===== src/rtl/fwd_hazard_ctrl_if.sv =====
// Decode-stage view of the forwarding/hazard controller: instruction fields in, operand selects and stall out.
// The master side is the decode stage; the slave side is the controller.
interface fwd_hazard_ctrl_if #(
    parameter int STALL_CNT_W = 16
);
    logic [4:0]             id_rs;
    logic [4:0]             id_rt;
    logic [4:0]             id_rd;
    logic                   id_use_rs;
    logic                   id_use_rt;
    logic                   id_shift;
    logic                   id_aluimm;
    logic                   id_store;
    logic                   id_wreg;
    logic                   id_load;
    logic                   flush;
    logic                   stall;
    logic [1:0]             a_ctrl;
    logic [1:0]             b_ctrl;
    logic [1:0]             sd_ctrl;
    logic [STALL_CNT_W-1:0] stall_count;

    modport master (
        output id_rs, id_rt, id_rd, id_use_rs, id_use_rt, id_shift,
        output id_aluimm, id_store, id_wreg, id_load, flush,
        input  stall, a_ctrl, b_ctrl, sd_ctrl, stall_count
    );

    modport slave (
        input  id_rs, id_rt, id_rd, id_use_rs, id_use_rt, id_shift,
        input  id_aluimm, id_store, id_wreg, id_load, flush,
        output stall, a_ctrl, b_ctrl, sd_ctrl, stall_count
    );
endinterface


===== src/rtl/fwd_hazard_ctrl.sv =====
// Forwarding/hazard control: ALU operand and store-data selects for EXE, load-use stall, branch flush.
// Selects are registered (valid while the instruction sits in EXE); stall is combinational and freezes PC/IF-ID.
module fwd_hazard_ctrl #(
    parameter int STALL_CNT_W = 16
) (
    input  logic              clk,
    input  logic              rst,
    fwd_hazard_ctrl_if.slave  bus
);

    localparam logic [1:0] SEL_REG = 2'b00;
    localparam logic [1:0] SEL_ALT = 2'b01;
    localparam logic [1:0] SEL_EXE = 2'b10;
    localparam logic [1:0] SEL_MEM = 2'b11;

    // Destinations of the instructions currently in EXE and MEM
    logic       ex_wreg;
    logic       ex_load;
    logic [4:0] ex_rd;
    logic       mem_wreg;
    logic [4:0] mem_rd;

    logic       ex_hit_rs;
    logic       ex_hit_rt;
    logic       mem_hit_rs;
    logic       mem_hit_rt;
    logic       hazard;
    logic       stall_i;
    logic       kill;

    logic [1:0] a_nxt;
    logic [1:0] b_nxt;
    logic [1:0] sd_nxt;
    logic [1:0] a_q;
    logic [1:0] b_q;
    logic [1:0] sd_q;

    logic [STALL_CNT_W-1:0] cnt_q;

    always_comb begin
        ex_hit_rs  = ex_wreg  && (ex_rd  == bus.id_rs) && (bus.id_rs != 5'd0);
        ex_hit_rt  = ex_wreg  && (ex_rd  == bus.id_rt) && (bus.id_rt != 5'd0);
        mem_hit_rs = mem_wreg && (mem_rd == bus.id_rs) && (bus.id_rs != 5'd0);
        mem_hit_rt = mem_wreg && (mem_rd == bus.id_rt) && (bus.id_rt != 5'd0);
    end

    // A shift never reads rs as an operand, so a load into rs cannot stall it
    always_comb begin
        hazard  = ex_load && ((bus.id_use_rs && !bus.id_shift && ex_hit_rs) ||
                              (bus.id_use_rt && ex_hit_rt));
        stall_i = hazard && !bus.flush;
        kill    = stall_i || bus.flush;
    end

    // Youngest producer wins: EXE match is checked before MEM match
    always_comb begin
        a_nxt  = SEL_REG;
        b_nxt  = SEL_REG;
        sd_nxt = SEL_REG;

        if (bus.id_shift) begin
            a_nxt = SEL_ALT;
        end else if (bus.id_use_rs && ex_hit_rs) begin
            a_nxt = SEL_EXE;
        end else if (bus.id_use_rs && mem_hit_rs) begin
            a_nxt = SEL_MEM;
        end

        if (bus.id_aluimm) begin
            b_nxt = SEL_ALT;
        end else if (bus.id_use_rt && ex_hit_rt) begin
            b_nxt = SEL_EXE;
        end else if (bus.id_use_rt && mem_hit_rt) begin
            b_nxt = SEL_MEM;
        end

        if (bus.id_store && bus.id_use_rt) begin
            if (ex_hit_rt) begin
                sd_nxt = SEL_EXE;
            end else if (mem_hit_rt) begin
                sd_nxt = SEL_MEM;
            end
        end
    end

    always_ff @(posedge clk) begin
        if (rst) begin
            ex_wreg  <= 1'b0;
            ex_load  <= 1'b0;
            ex_rd    <= 5'd0;
            mem_wreg <= 1'b0;
            mem_rd   <= 5'd0;
            a_q      <= SEL_REG;
            b_q      <= SEL_REG;
            sd_q     <= SEL_REG;
        end else begin
            mem_wreg <= ex_wreg;
            mem_rd   <= ex_rd;
            ex_rd    <= bus.id_rd;
            // A stalled or flushed decode slot enters EXE as a bubble
            ex_wreg  <= bus.id_wreg && !kill;
            ex_load  <= bus.id_load && !kill;
            a_q      <= kill ? SEL_REG : a_nxt;
            b_q      <= kill ? SEL_REG : b_nxt;
            sd_q     <= kill ? SEL_REG : sd_nxt;
        end
    end

    always_ff @(posedge clk) begin
        if (rst) begin
            cnt_q <= '0;
        end else if (stall_i && (cnt_q != {STALL_CNT_W{1'b1}})) begin
            cnt_q <= cnt_q + 1'b1;
        end
    end

    assign bus.stall       = stall_i;
    assign bus.a_ctrl      = a_q;
    assign bus.b_ctrl      = b_q;
    assign bus.sd_ctrl     = sd_q;
    assign bus.stall_count = cnt_q;

endmodule

===== src/flat_wrapper.sv =====
// flat-port wrapper written by rule: the top's interface ports become plain ports
module fwd_hazard_ctrl_flat 
#(
    parameter int STALL_CNT_W = 16
)
  (clk, rst, bus_id_rs, bus_id_rt, bus_id_rd, bus_id_use_rs, bus_id_use_rt, bus_id_shift, bus_id_aluimm, bus_id_store, bus_id_wreg, bus_id_load, bus_flush, bus_stall, bus_a_ctrl, bus_b_ctrl, bus_sd_ctrl, bus_stall_count);
  fwd_hazard_ctrl_if #(.STALL_CNT_W(STALL_CNT_W)) bus_i ();
  input  logic clk;
  input  logic rst;
  input wire logic [$bits(bus_i.id_rs)-1:0] bus_id_rs;
  input wire logic [$bits(bus_i.id_rt)-1:0] bus_id_rt;
  input wire logic [$bits(bus_i.id_rd)-1:0] bus_id_rd;
  input wire logic [$bits(bus_i.id_use_rs)-1:0] bus_id_use_rs;
  input wire logic [$bits(bus_i.id_use_rt)-1:0] bus_id_use_rt;
  input wire logic [$bits(bus_i.id_shift)-1:0] bus_id_shift;
  input wire logic [$bits(bus_i.id_aluimm)-1:0] bus_id_aluimm;
  input wire logic [$bits(bus_i.id_store)-1:0] bus_id_store;
  input wire logic [$bits(bus_i.id_wreg)-1:0] bus_id_wreg;
  input wire logic [$bits(bus_i.id_load)-1:0] bus_id_load;
  input wire logic [$bits(bus_i.flush)-1:0] bus_flush;
  output wire logic [$bits(bus_i.stall)-1:0] bus_stall;
  output wire logic [$bits(bus_i.a_ctrl)-1:0] bus_a_ctrl;
  output wire logic [$bits(bus_i.b_ctrl)-1:0] bus_b_ctrl;
  output wire logic [$bits(bus_i.sd_ctrl)-1:0] bus_sd_ctrl;
  output wire logic [$bits(bus_i.stall_count)-1:0] bus_stall_count;
  assign bus_i.id_rs = bus_id_rs;
  assign bus_i.id_rt = bus_id_rt;
  assign bus_i.id_rd = bus_id_rd;
  assign bus_i.id_use_rs = bus_id_use_rs;
  assign bus_i.id_use_rt = bus_id_use_rt;
  assign bus_i.id_shift = bus_id_shift;
  assign bus_i.id_aluimm = bus_id_aluimm;
  assign bus_i.id_store = bus_id_store;
  assign bus_i.id_wreg = bus_id_wreg;
  assign bus_i.id_load = bus_id_load;
  assign bus_i.flush = bus_flush;
  assign bus_stall = bus_i.stall;
  assign bus_a_ctrl = bus_i.a_ctrl;
  assign bus_b_ctrl = bus_i.b_ctrl;
  assign bus_sd_ctrl = bus_i.sd_ctrl;
  assign bus_stall_count = bus_i.stall_count;
  fwd_hazard_ctrl #(.STALL_CNT_W(STALL_CNT_W)) u_core (.clk(clk), .rst(rst), .bus(bus_i));
endmodule

===== config.mk =====
export PLATFORM = sky130hd
export DESIGN_NAME = fwd_hazard_ctrl_flat
export DESIGN_NICKNAME = d
export VERILOG_FILES = /design/src/rtl/fwd_hazard_ctrl_if.sv /design/src/rtl/fwd_hazard_ctrl.sv /design/src/flat_wrapper.sv
export SDC_FILE = /design/constraint.sdc
export NUM_CORES = 1
export LEC_CHECK = 0
export BUFFER_PORTS_ARGS = -buffer_cell sky130_fd_sc_hd__buf_2
export CAP_MARGIN = 40
export CORE_MARGIN = 2
export CORE_UTILIZATION = 26
export DETAILED_ROUTE_END_ITERATION = 6
export PLACE_DENSITY_LB_ADDON = 0.08
export SYNTH_ARGS = -nofsm -noshare
export SYNTH_HDL_FRONTEND = slang
export SYNTH_SLANG_ARGS = --single-unit
export TNS_END_PERCENT = 1

===== constraint.sdc =====
create_clock -name clk -period 3 [get_ports clk]
set_input_delay 0.6 -clock clk [delete_from_list [all_inputs] [get_ports clk]]
set_output_delay 0.6 -clock clk [all_outputs]
set_load 0.03 [all_outputs]

==> flow_summary.yaml <==
hold_path:
  hp-class: "in -> reg"
worst_setup_path:
  worstSetupStartpointType: "input port"
  crit_path_start: "bus_id_rs[1]"
  r2r_end: "u_core.bus.stall_count[10]$_SDFFE_PP0P_"
  ff2ff_setup_slack_ns: 0.73
  crit_required_ns: 2.40
  worst_setup_path_end_kind: "output pin"
  crit_fanout: 10
  rr_worst_depth: 7
  crit_type: "in -> out"
  arrival_ns: 2.02
  regToRegStartpoint: "u_core.ex_rd[2]$_SDFF_PP0_"
  critPathCapture: "bus_stall"
power_and_ir_drop:
  peakVddDrop_mv: 0.156
  clock_power_share_pct: 40.6
  switching_share_pct: 23.3
  p_comb_share_pct: 8.1
  leakage_uw: 0.000814
  switching_power_uw: 219
  pwr-share-seq_pct: 51.3
  p_per_area_nw_per_um2: 450
  internal_power_uw: 720
  power_uw: 940
cts:
  cts_sinks: 35
  clock_latency_ns: 0.29
  post_cts_buffers: 0
  cts_buffers: 5
  htree_levels: 2
  cts_hold_buffers: 0
  cts_resized: 0
  cts_tree: "yes"
  clock-root-buffer: "clkbuf_8"
  cts_buffer_depth: 2
  path_clk_slew_ns: 0.07
finish:
  mostFrequentLayoutCells: "buf_2, dfxtp_1, nor2_1, xnor2_1, nor2b_1"
  drive_above_1_share_pct: 26.5
  fillers: 673
  n_antenna_cell: 0
  post-route-util_pct: 33.3
  final_common_cell: "buf_2"
  final_nets: 259
  layoutNonFillerInstCount: 311
  syn_to_final_growth_pct: 24.6
status:
  status: "completed"
logic_synthesis:
  yosysUniqueCellTypes: 38
  synth-simple-area-share_pct: 29.2
  synth_seq_cells: 35
  syn_avg_cell_area_um2: 9.16
  synthAdderAreaFrac_pct: 0.746
  ys_warn_count: 0
  synth_top_family_by_area: "simple AND/OR/NAND/NOR gates"
  netlist_area_um2: 1680
  synthXorXnorAreaFrac_pct: 13.6
  synth-seq-area-share_pct: 41.8
  synth_largest_area_cell: "dfxtp_1"
  synth_compound_area_share_pct: 11.9
  synth_top_area_share_pct: 41.8
  synth_nets: 209
  ys_top_cells_by_area: "dfxtp_1, xnor2_1, nor2b_1, xor2_1, nor2_1"
  synth_mux_area_share_pct: 1.27
  syn_inst: 183
timing:
  finalSetupViolCount: 0
  finalHoldViolations: 0
  slew_violations: 0
  skew_ns: 0.00743
  tightest_slew_ns: 0.625
  setup-tns-final_ns: 0
  maxSlewHeadroom_pct: 58.1
  fmax_ghz: 0.381
  rsz0062_at_grt: "false"
  period_minus_slack_ns: 2.62
  finalCritPeriodShare_pct: 87.4
  setup_ws_ns: 0.377
place:
  place_congestion: 0.740
  dp_worst_setup_slack_ns: 0.315
  dp_hpwl_um: 3180
  io_buffers: 47
  dp.cells: 303
drt:
  wl_per_cell_um: 13.6
  antenna_left: 0
  avgViaCountPerCell: 4.70
  via_count: 1463
  wl_um: 4240
  drtIter0Drc: 34
  drc_errors: 0
  dr.pass1.iters: 4
global_route:
  grt_pass1_vias: 1462
  grt_pass1_wl_um: 7070
  grt_overflow: 0
  antenna_found_initial: 0
  grt_max_degree: 31
  grt_usage_pct: 12.7
flow_run:
  maxCapViolations: 0
floorplan:
  start_util_pct: 26.7
  die_x_um: 84.3
  die_y_um: 84.3
  coreArea_um2: 6280
  die_area_um2: 7110
  rows: 29
  ios: 48
==> state kept, by name, indices dropped and copies added (netlist names), 2 cells and up <==
register / flops
u_core.mem_rd: 5
u_core.bus.sd_ctrl: 2
u_core.bus.b_ctrl: 2
u_core.bus.stall_count: 16
u_core.bus.a_ctrl: 2
u_core.ex_rd: 5
==> cell type report <==
cell class / count / area [µm²] / area share [%]
Multi-Input combinational cell: 143 / 950 / 45.4
Clock buffer: 8 / 100 / 4.79
Tap cell: 77 / 96.3 / 4.61
Timing Repair Buffer: 48 / 243 / 11.6
Sequential cell: 35 / 701 / 33.5
==> synth_stat cells (all sizes together) <==
master,count
dfxtp,35
nor2,21
xnor2,16
nor2b,14
nand2,11
xor2,10
nor3,8
a21oi,7
o21ai,7
nand3,6
nand4,5
o2111ai,5
or3,5
and4,4
clkbuf,4
or4,4
and2,3
a211o,1
a211oi,1
a31oi,1
a41o,1
a41oi,1
and3,1
buf,1
ha,1
mux2,1
mux2i,1
nand2b,1
nand4b,1
nor3b,1
nor4,1
o211ai,1
o21a,1
o31ai,1
or2,1
==> kinds of logic after synthesis <==
family / Yosys count
multiplexers: 2
flip-flops: 35
XOR/XNOR: 26
adder cells (fa/ha/maj): 1
AND/OR/NAND/NOR: 87
buffers and inverters: 5
AO/OA/AOI/OAI: 27
==> power groups by stage <==
stage	Combinational [µW]	Clock, µW	Sequential (µW)
6_report	76.5	381	482
3_5_place_dp	77.7	0	493
5_1_grt	85.7	417	483
4_1_cts	78.0	400	482
2_1_floorplan	44.0	0	492
3_3_place_gp	78.7	0	493
==> stage by stage <==
stage / hold slack [ns] / instance area, µm²
final: 0.492 / 2090
after floorplan: 0.460 / 1680
after global routing: 0.504 / 2090
after detailed placement: 0.490 / 1990
after CTS: 0.477 / 2090
after global placement: 0.491 / 1990
==> worst max-delay path, stage by stage <==
cell and delay (ns):
buf_2 0.12, xnor2_1 0.14, nand4_1 0.13, nor3_2 0.54, nor2_1 0.13, nor2_1 0.14, buf_2 0.21
==> how the worst min path moves through the flow <==
stage / startpoint / cells past startpoint / endpoint / slack, ns
final: bus_id_aluimm / 2 / u_core.bus.b_ctrl[1]$_SDFF_PP0_ / 0.49
after CTS: bus_id_aluimm / 2 / u_core.bus.b_ctrl[1]$_SDFF_PP0_ / 0.48
after global routing: bus_id_aluimm / 2 / u_core.bus.b_ctrl[1]$_SDFF_PP0_ / 0.50
after floorplan: u_core.ex_wreg$_SDFF_PP0_ / 1 / u_core.mem_wreg$_SDFF_PP0_ / 0.46
after global placement: u_core.ex_wreg$_SDFF_PP0_ / 1 / u_core.mem_wreg$_SDFF_PP0_ / 0.49
after detailed placement: u_core.ex_wreg$_SDFF_PP0_ / 1 / u_core.mem_wreg$_SDFF_PP0_ / 0.49
==> layer usage <==
metal,wire (µm),share of wire (%),global-route usage (%),vias to the layer above
met2,1880,44,20.1,34
li1,-,-,-,753
met5,0,0,0,-
met4,38,0.90,4.40,0
met3,257,6.1,4.13,4
met1,2070,49,16.1,672
Note: power is estimated with default switching activity, not from simulation.
